[src/rtl/qc_inspector.sv]
// Quality-control inspection responder: settles, averages NSAMP sensor samples,
// classifies the average against [LO, HI] and holds a POK/PNOK verdict until acknowledged.
module qc_inspector #(
    parameter int unsigned W           = 8,
    parameter int unsigned LOG2_NSAMP  = 2,
    parameter int unsigned SETTLE_CYC  = 4,
    parameter int unsigned TIMEOUT_CYC = 64,
    parameter int unsigned LO          = 100,
    parameter int unsigned HI          = 150
) (
    input  logic         CLK,
    input  logic         RST,
    input  logic         DCE,
    input  logic         ME,
    input  logic         MS,
    input  logic         SVALID,
    input  logic [W-1:0] SAMPLE,
    output logic         POK,
    output logic         PNOK,
    output logic         BUSY,
    output logic         ERR,
    output logic [7:0]   OK_CNT,
    output logic [7:0]   NOK_CNT
);

    localparam int unsigned NSAMP = 1 << LOG2_NSAMP;
    localparam int unsigned SW    = W + LOG2_NSAMP;
    localparam int unsigned NW    = LOG2_NSAMP + 1;
    localparam int unsigned CMAX  = (TIMEOUT_CYC > SETTLE_CYC) ? TIMEOUT_CYC : SETTLE_CYC;
    localparam int unsigned CW    = $clog2(CMAX + 1);

    localparam logic [W-1:0]  LO_V         = W'(LO);
    localparam logic [W-1:0]  HI_V         = W'(HI);
    localparam logic [CW-1:0] SETTLE_LAST  = CW'(SETTLE_CYC - 1);
    localparam logic [CW-1:0] TIMEOUT_LAST = CW'(TIMEOUT_CYC - 1);
    localparam logic [NW-1:0] NSAMP_LAST   = NW'(NSAMP - 1);

    typedef enum logic [2:0] {
        S_IDLE,
        S_SETTLE,
        S_MEASURE,
        S_DECIDE,
        S_REPORT,
        S_WAIT_CLEAR
    } state_t;

    state_t        state, next_state;
    logic [CW-1:0] cyc, cyc_d;
    logic [NW-1:0] nsamp, nsamp_d;
    logic [SW-1:0] sum, sum_d;
    logic          pok_d, pnok_d, err_d, busy_d;
    logic [7:0]    ok_d, nok_d;

    logic          abort;
    logic          last_sample;
    logic          timed_out;
    logic [W-1:0]  avg;
    logic          pass;

    assign abort       = !DCE || ME;
    assign last_sample = SVALID && (nsamp == NSAMP_LAST);
    assign timed_out   = (cyc == TIMEOUT_LAST);
    assign avg         = sum[SW-1:LOG2_NSAMP];
    assign pass        = (avg >= LO_V) && (avg <= HI_V);

    // State and every output are registered together; outputs carry no input-to-output path.
    always_ff @(posedge CLK or negedge RST) begin
        if (!RST) begin
            state   <= S_IDLE;
            cyc     <= '0;
            nsamp   <= '0;
            sum     <= '0;
            POK     <= 1'b0;
            PNOK    <= 1'b0;
            ERR     <= 1'b0;
            BUSY    <= 1'b0;
            OK_CNT  <= '0;
            NOK_CNT <= '0;
        end else begin
            state   <= next_state;
            cyc     <= cyc_d;
            nsamp   <= nsamp_d;
            sum     <= sum_d;
            POK     <= pok_d;
            PNOK    <= pnok_d;
            ERR     <= err_d;
            BUSY    <= busy_d;
            OK_CNT  <= ok_d;
            NOK_CNT <= nok_d;
        end
    end

    always_comb begin
        next_state = state;
        case (state)
            S_IDLE: begin
                if (DCE && !ME)
                    next_state = S_SETTLE;
            end
            S_SETTLE: begin
                if (abort)
                    next_state = S_IDLE;
                else if (cyc == SETTLE_LAST)
                    next_state = S_MEASURE;
            end
            S_MEASURE: begin
                // A final sample landing in the timeout cycle still counts as a measurement.
                if (abort)
                    next_state = S_IDLE;
                else if (last_sample)
                    next_state = S_DECIDE;
                else if (timed_out)
                    next_state = S_REPORT;
            end
            S_DECIDE: begin
                if (abort)
                    next_state = S_IDLE;
                else
                    next_state = S_REPORT;
            end
            S_REPORT: begin
                if (MS)
                    next_state = S_WAIT_CLEAR;
            end
            S_WAIT_CLEAR: begin
                if (!DCE)
                    next_state = S_IDLE;
            end
            default: next_state = S_IDLE;
        endcase
    end

    always_comb begin
        cyc_d   = cyc;
        nsamp_d = nsamp;
        sum_d   = sum;
        pok_d   = POK;
        pnok_d  = PNOK;
        err_d   = ERR;
        ok_d    = OK_CNT;
        nok_d   = NOK_CNT;
        busy_d  = (next_state != S_IDLE);
        case (state)
            S_IDLE: begin
                if (next_state == S_SETTLE) begin
                    cyc_d   = '0;
                    nsamp_d = '0;
                    sum_d   = '0;
                end
            end
            S_SETTLE: begin
                cyc_d = (next_state == S_SETTLE) ? cyc + 1'b1 : '0;
            end
            S_MEASURE: begin
                if (next_state == S_MEASURE)
                    cyc_d = cyc + 1'b1;
                if (SVALID && !abort) begin
                    sum_d   = sum + SW'(SAMPLE);
                    nsamp_d = nsamp + 1'b1;
                end
                if (next_state == S_REPORT) begin
                    pnok_d = 1'b1;
                    err_d  = 1'b1;
                    if (NOK_CNT != '1)
                        nok_d = NOK_CNT + 8'd1;
                end
            end
            S_DECIDE: begin
                if (next_state == S_REPORT) begin
                    if (pass) begin
                        pok_d = 1'b1;
                        if (OK_CNT != '1)
                            ok_d = OK_CNT + 8'd1;
                    end else begin
                        pnok_d = 1'b1;
                        if (NOK_CNT != '1)
                            nok_d = NOK_CNT + 8'd1;
                    end
                end
            end
            S_REPORT: begin
                if (MS) begin
                    pok_d  = 1'b0;
                    pnok_d = 1'b0;
                    err_d  = 1'b0;
                end
            end
            default: ;
        endcase
    end

endmodule
[config.mk]
export PLATFORM = sky130hd
export DESIGN_NAME = qc_inspector
export DESIGN_NICKNAME = d
export VERILOG_FILES = /design/src/rtl/qc_inspector.sv
export SDC_FILE = /design/constraint.sdc
export NUM_CORES = 1
export LEC_CHECK = 0
export ABC_AREA = 1
export CORE_ASPECT_RATIO = 0.5
export CORE_MARGIN = 5
export CORE_UTILIZATION = 41
export CTS_CLUSTER_SIZE = 25
export DETAILED_ROUTE_END_ITERATION = 8
export PLACE_DENSITY = 0.63
export SKIP_LAST_GASP = 1
export SYNTH_ARGS = -nofsm -noshare
export SYNTH_HDL_FRONTEND = slang
export SYNTH_SLANG_ARGS = --single-unit
[constraint.sdc]
create_clock -name CLK -period 2.06 [get_ports CLK]
set_input_delay 0.412 -clock CLK [delete_from_list [all_inputs] [get_ports CLK]]
set_output_delay 0.412 -clock CLK [all_outputs]
set_load 0.03 [all_outputs]
==> results of run 1 <==
==> cell usage after synthesis, types with 2 or more instances <==
library cell | instances | share of area, %
nand3_4 | 2 | 1.2
inv_2 | 8 | 1.1
o22ai_1 | 5 | 1.1
nand4_1 | 21 | 4.6
o21ai_1 | 7 | 1.2
nand2_2 | 2 | 0.44
or2_2 | 2 | 0.44
xor2_1 | 11 | 3.4
nor2_4 | 3 | 1.2
nor2_1 | 19 | 2.5
xnor2_1 | 7 | 2.1
nand4_2 | 2 | 0.88
a21oi_4 | 2 | 1.1
nand3_1 | 23 | 4.0
o21ai_0 | 4 | 0.70
inv_1 | 36 | 4.7
nor3_1 | 5 | 0.88
dfrtp_1 | 43 | 38
nand2_4 | 4 | 1.6
nor2_8 | 3 | 2.1
ha_1 | 13 | 5.7
nand3_2 | 2 | 0.70
nand2_1 | 102 | 13
a21oi_1 | 13 | 2.3
==> metrics by stage <==
step / hold WS, ps / util (%) / area [um2]
3_5_place_dp: 403 / 51.3 / 3450
6_report: 82.5 / 54.3 / 3650
3_3_place_gp: 399 / 51.3 / 3450
2_1_floorplan: 116 / - / 2860
5_1_grt: 125 / 54.3 / 3650
4_1_cts: 98.1 / 54.2 / 3640
==> state kept, by name, indices dropped and copies added, names as in the netlist <==
register,flops
BUSY,1
ERR,1
NOK_CNT,8
OK_CNT,8
PNOK,1
POK,1
cyc,7
nsamp,3
state,3
sum,10
==> final timing paths <==
| kind | start | endpoint | slack [ps] | cells after the start |
|---|---|---|---|---|
| max | SAMPLE[0] | sum[8] | 170 | 11 |
| min | RST | OK_CNT[4] | 80 | 1 |
| max reg2reg | nsamp[0] | NOK_CNT[1] | 170 | 12 |
| min reg2reg | POK | POK | 480 | 2 |
| max in group asynchronous | RST | sum[5] | 1430 | 2 |
| min in group CLK | POK | POK | 480 | 2 |
==> layer usage <==
| layer | track usage, % | part of all wire (%) |
|---|---|---|
| met5 | 0 | 0 |
| met3 | 2.70 | 3.5 |
| met4 | 2.47 | 0.21 |
| met2 | 24.9 | 47 |
| met1 | 20.1 | 50 |
==> layout make-up <==
type	instances	area share [%]
clock inverter	3	1.85
clock buffer	5	3.42
multi-input combinational	262	43.6
timing repair buffer	55	13.8
inverter	46	4.79
sequential	43	29.5
tap	92	3.15
==> cell families (layout without fill, tap and decap cells) <==
logic type | Yosys count | after routing | synth area share (%)
flip-flops | 43 | 43 | 37.7
XOR/XNOR | 18 | 18 | 5.52
AO/OA/AOI/OAI | 37 | 37 | 8.63
AND/OR/NAND/NOR | 193 | 193 | 34.8
buffers and inverters | 49 | 109 | 6.96
adder cells (fa/ha/maj) | 14 | 14 | 6.40
==> power groups by stage <==
stage | registers [uW] | clock network (uW) | logic, uW
2_1_floorplan | 931 | 0 | 490
3_3_place_gp | 934 | 0 | 715
3_5_place_dp | 936 | 0 | 730
4_1_cts | 921 | 1040 | 731
5_1_grt | 927 | 1080 | 792
6_report | 921 | 1010 | 729
==> worst max-delay path, delay by kind of cell <==
kind / cells / cell delay (ps)
adders and majority gates: 2 / 600
and+or+nand+nor: 7 / 510
buffers and inverters: 1 / 400
AOI/OAI and AO/OA: 1 / 130
==> cell usage in the layout (no fill, tap or decap), drive strengths merged, types with 2 or more instances in the layout <==
cell	instances
nor2	25
dfrtp	43
xor2	11
inv	45
nand2	108
buf	23
clkbuf	5
bufinv	2
o22ai	5
or2	2
o21ai	12
nor3	6
ha	13
clkdlybuf4s50	32
nand4	23
nand3	27
xnor2	7
a21oi	15
==> timing repair <==
item,in CTS,in global routing
resized for setup,0,3
endpoints found under the hold margin,0,0
endpoints found under the setup margin,0,9
hold buffers,0,0
==> results by group, run 1 <==
Run status
  • Outcome: finished clean

Routing
  • Final ANT Viol Nets: 0
  • Via count: 2,549
  • Starting DRT DRC Count: 130
  • Router iterations before antenna repair: 4
  • Number of remaining DRC errors: 0
  • Drt via density: 5.04
  • Drt wl/cell: 12.5 um
  • Final wirelength: 6.31 mm

Worst setup path
  • Worst path cell trace: clkdlybuf4s50_1, ha_1, fa_2, nand3_1, nand2_1, nand2_1, o311ai_0, nand2_1, nand2_1, nand2_1, nor2_1
  • CP Data Required Time: 2230 ps
  • Critical setup path kind: input port to flop
  • Critical path peak fanout: 3
  • Setup crit end kind: flop
  • Most used cell, CP: nand2_1
  • Max incr delay on CP: 400 ps
  • Startpoint Class: input port
  • Slowest library cell on the worst path: clkdlybuf4s50_1
  • Worst Path Arrival: 2060 ps

Timing
  • Worst-margin pin slew: 478 ps
  • Crit path time final: 1890 ps
  • Unrepaired setup endpoints after global routing: true
  • PnR worst setup slack: 169 ps
  • FMAX: 0.529 GHz
  • Setup TNS: 0 ps
  • Slew Limit Fails: 0
  • Clock skew: 4.04 ps
  • Fin crit share: 91.8%
  • Worst relative slew slack: 68.1%
  • Final Hold Viols: 0
  • Final count of negative-setup-slack endpoints: 0

Final layout
  • Synth-to-layout area growth: 27.9%
  • Multi-input gate area: 1590 um2
  • Register Area: 1080 um2
  • Final Instance Count excl. Fillers: 506
  • Layout Nets: 441
  • Share of cells above drive strength 1: 16.4%
  • # fillers: 640
  • Antenna Diode Count: 0

Pwr
  • Combinational cell fraction of total power: 27.4%
  • Pwr dens: 729 nW/um2
  • Sw Ratio: 31.0%
  • IR drop worst, VDD: 0.333 mV
  • Sequential share of power: 34.6%
  • Static leakage: 0.00185 uW
  • P_int: 1840 uW
  • Sw Pwr: 825 uW
  • Clk pwr share: 38.0%
  • Pwr Total: 2660 uW

Logic synthesis
  • Mapped Avg Cell Area: 8.07 um2
  • Post-synth design cell area: 2860 um2
  • Post-Syn Nets: 382
  • Post-synth cell types: 39
  • Ys Warns: 0
  • Yosys reg bits: 43
  • Cells after Synth: 354
  • FFs w/ async S/R, synth: 100%
  • Seq/Total Area, Yosys: 37.7%
  • EDFF count, synth: 0
  • Most used DFF post-synth: dfrtp_1

Placement
  • Pre-CTS setup slack: -189 ps
  • DP Wirelength: 4.94 mm
  • Gpl congestion: 0.858
  • # port buffers: 33
  • Placed insts: 498

Global routing
  • Grt ovf: 0
  • Total GRT Usage: 14.8%
  • First-pass GRT wire length: 11.2 mm
  • Maximum number of pins on one net before global-route repair: 23
  • Initial antenna violation count: 0
  • Number of global-route vias before repair: 2,486

CTS
  • TritonCTS clock tree: built
  • H-tree levels: 2
  • Clock Sinks: 43
  • Max Buffers Root-to-Sink: 2
  • Clk Latency, worst-skew pair: 280 ps
  • Post-CTS setup buffer count: 0
  • Root Buffer: clkbuf_16
  • CTS Buf Count: 5
  • Clock transition at path regs: 60 ps

Floorplan
  • Die W: 128 um
  • # IOs: 34
  • Initial core utilization: 42.5%
  • Core area: 6730 um2
  • Die H: 69.0 um
  • DIE AREA: 8840 um2
  • Num rows: 21

Run
  • MaxCap Viol Count: 0

Min path
  • Hold Path Class: input port to async pin
No activity file was read; power rests on OpenSTA's default activity.
==> inputs of run 2 (changes only) <==
Settings changed: GPL_ROUTABILITY_DRIVEN from default to 1.
==> results of run 2 <==
The final DEF is identical to that of run 1; final timing and power are the same.
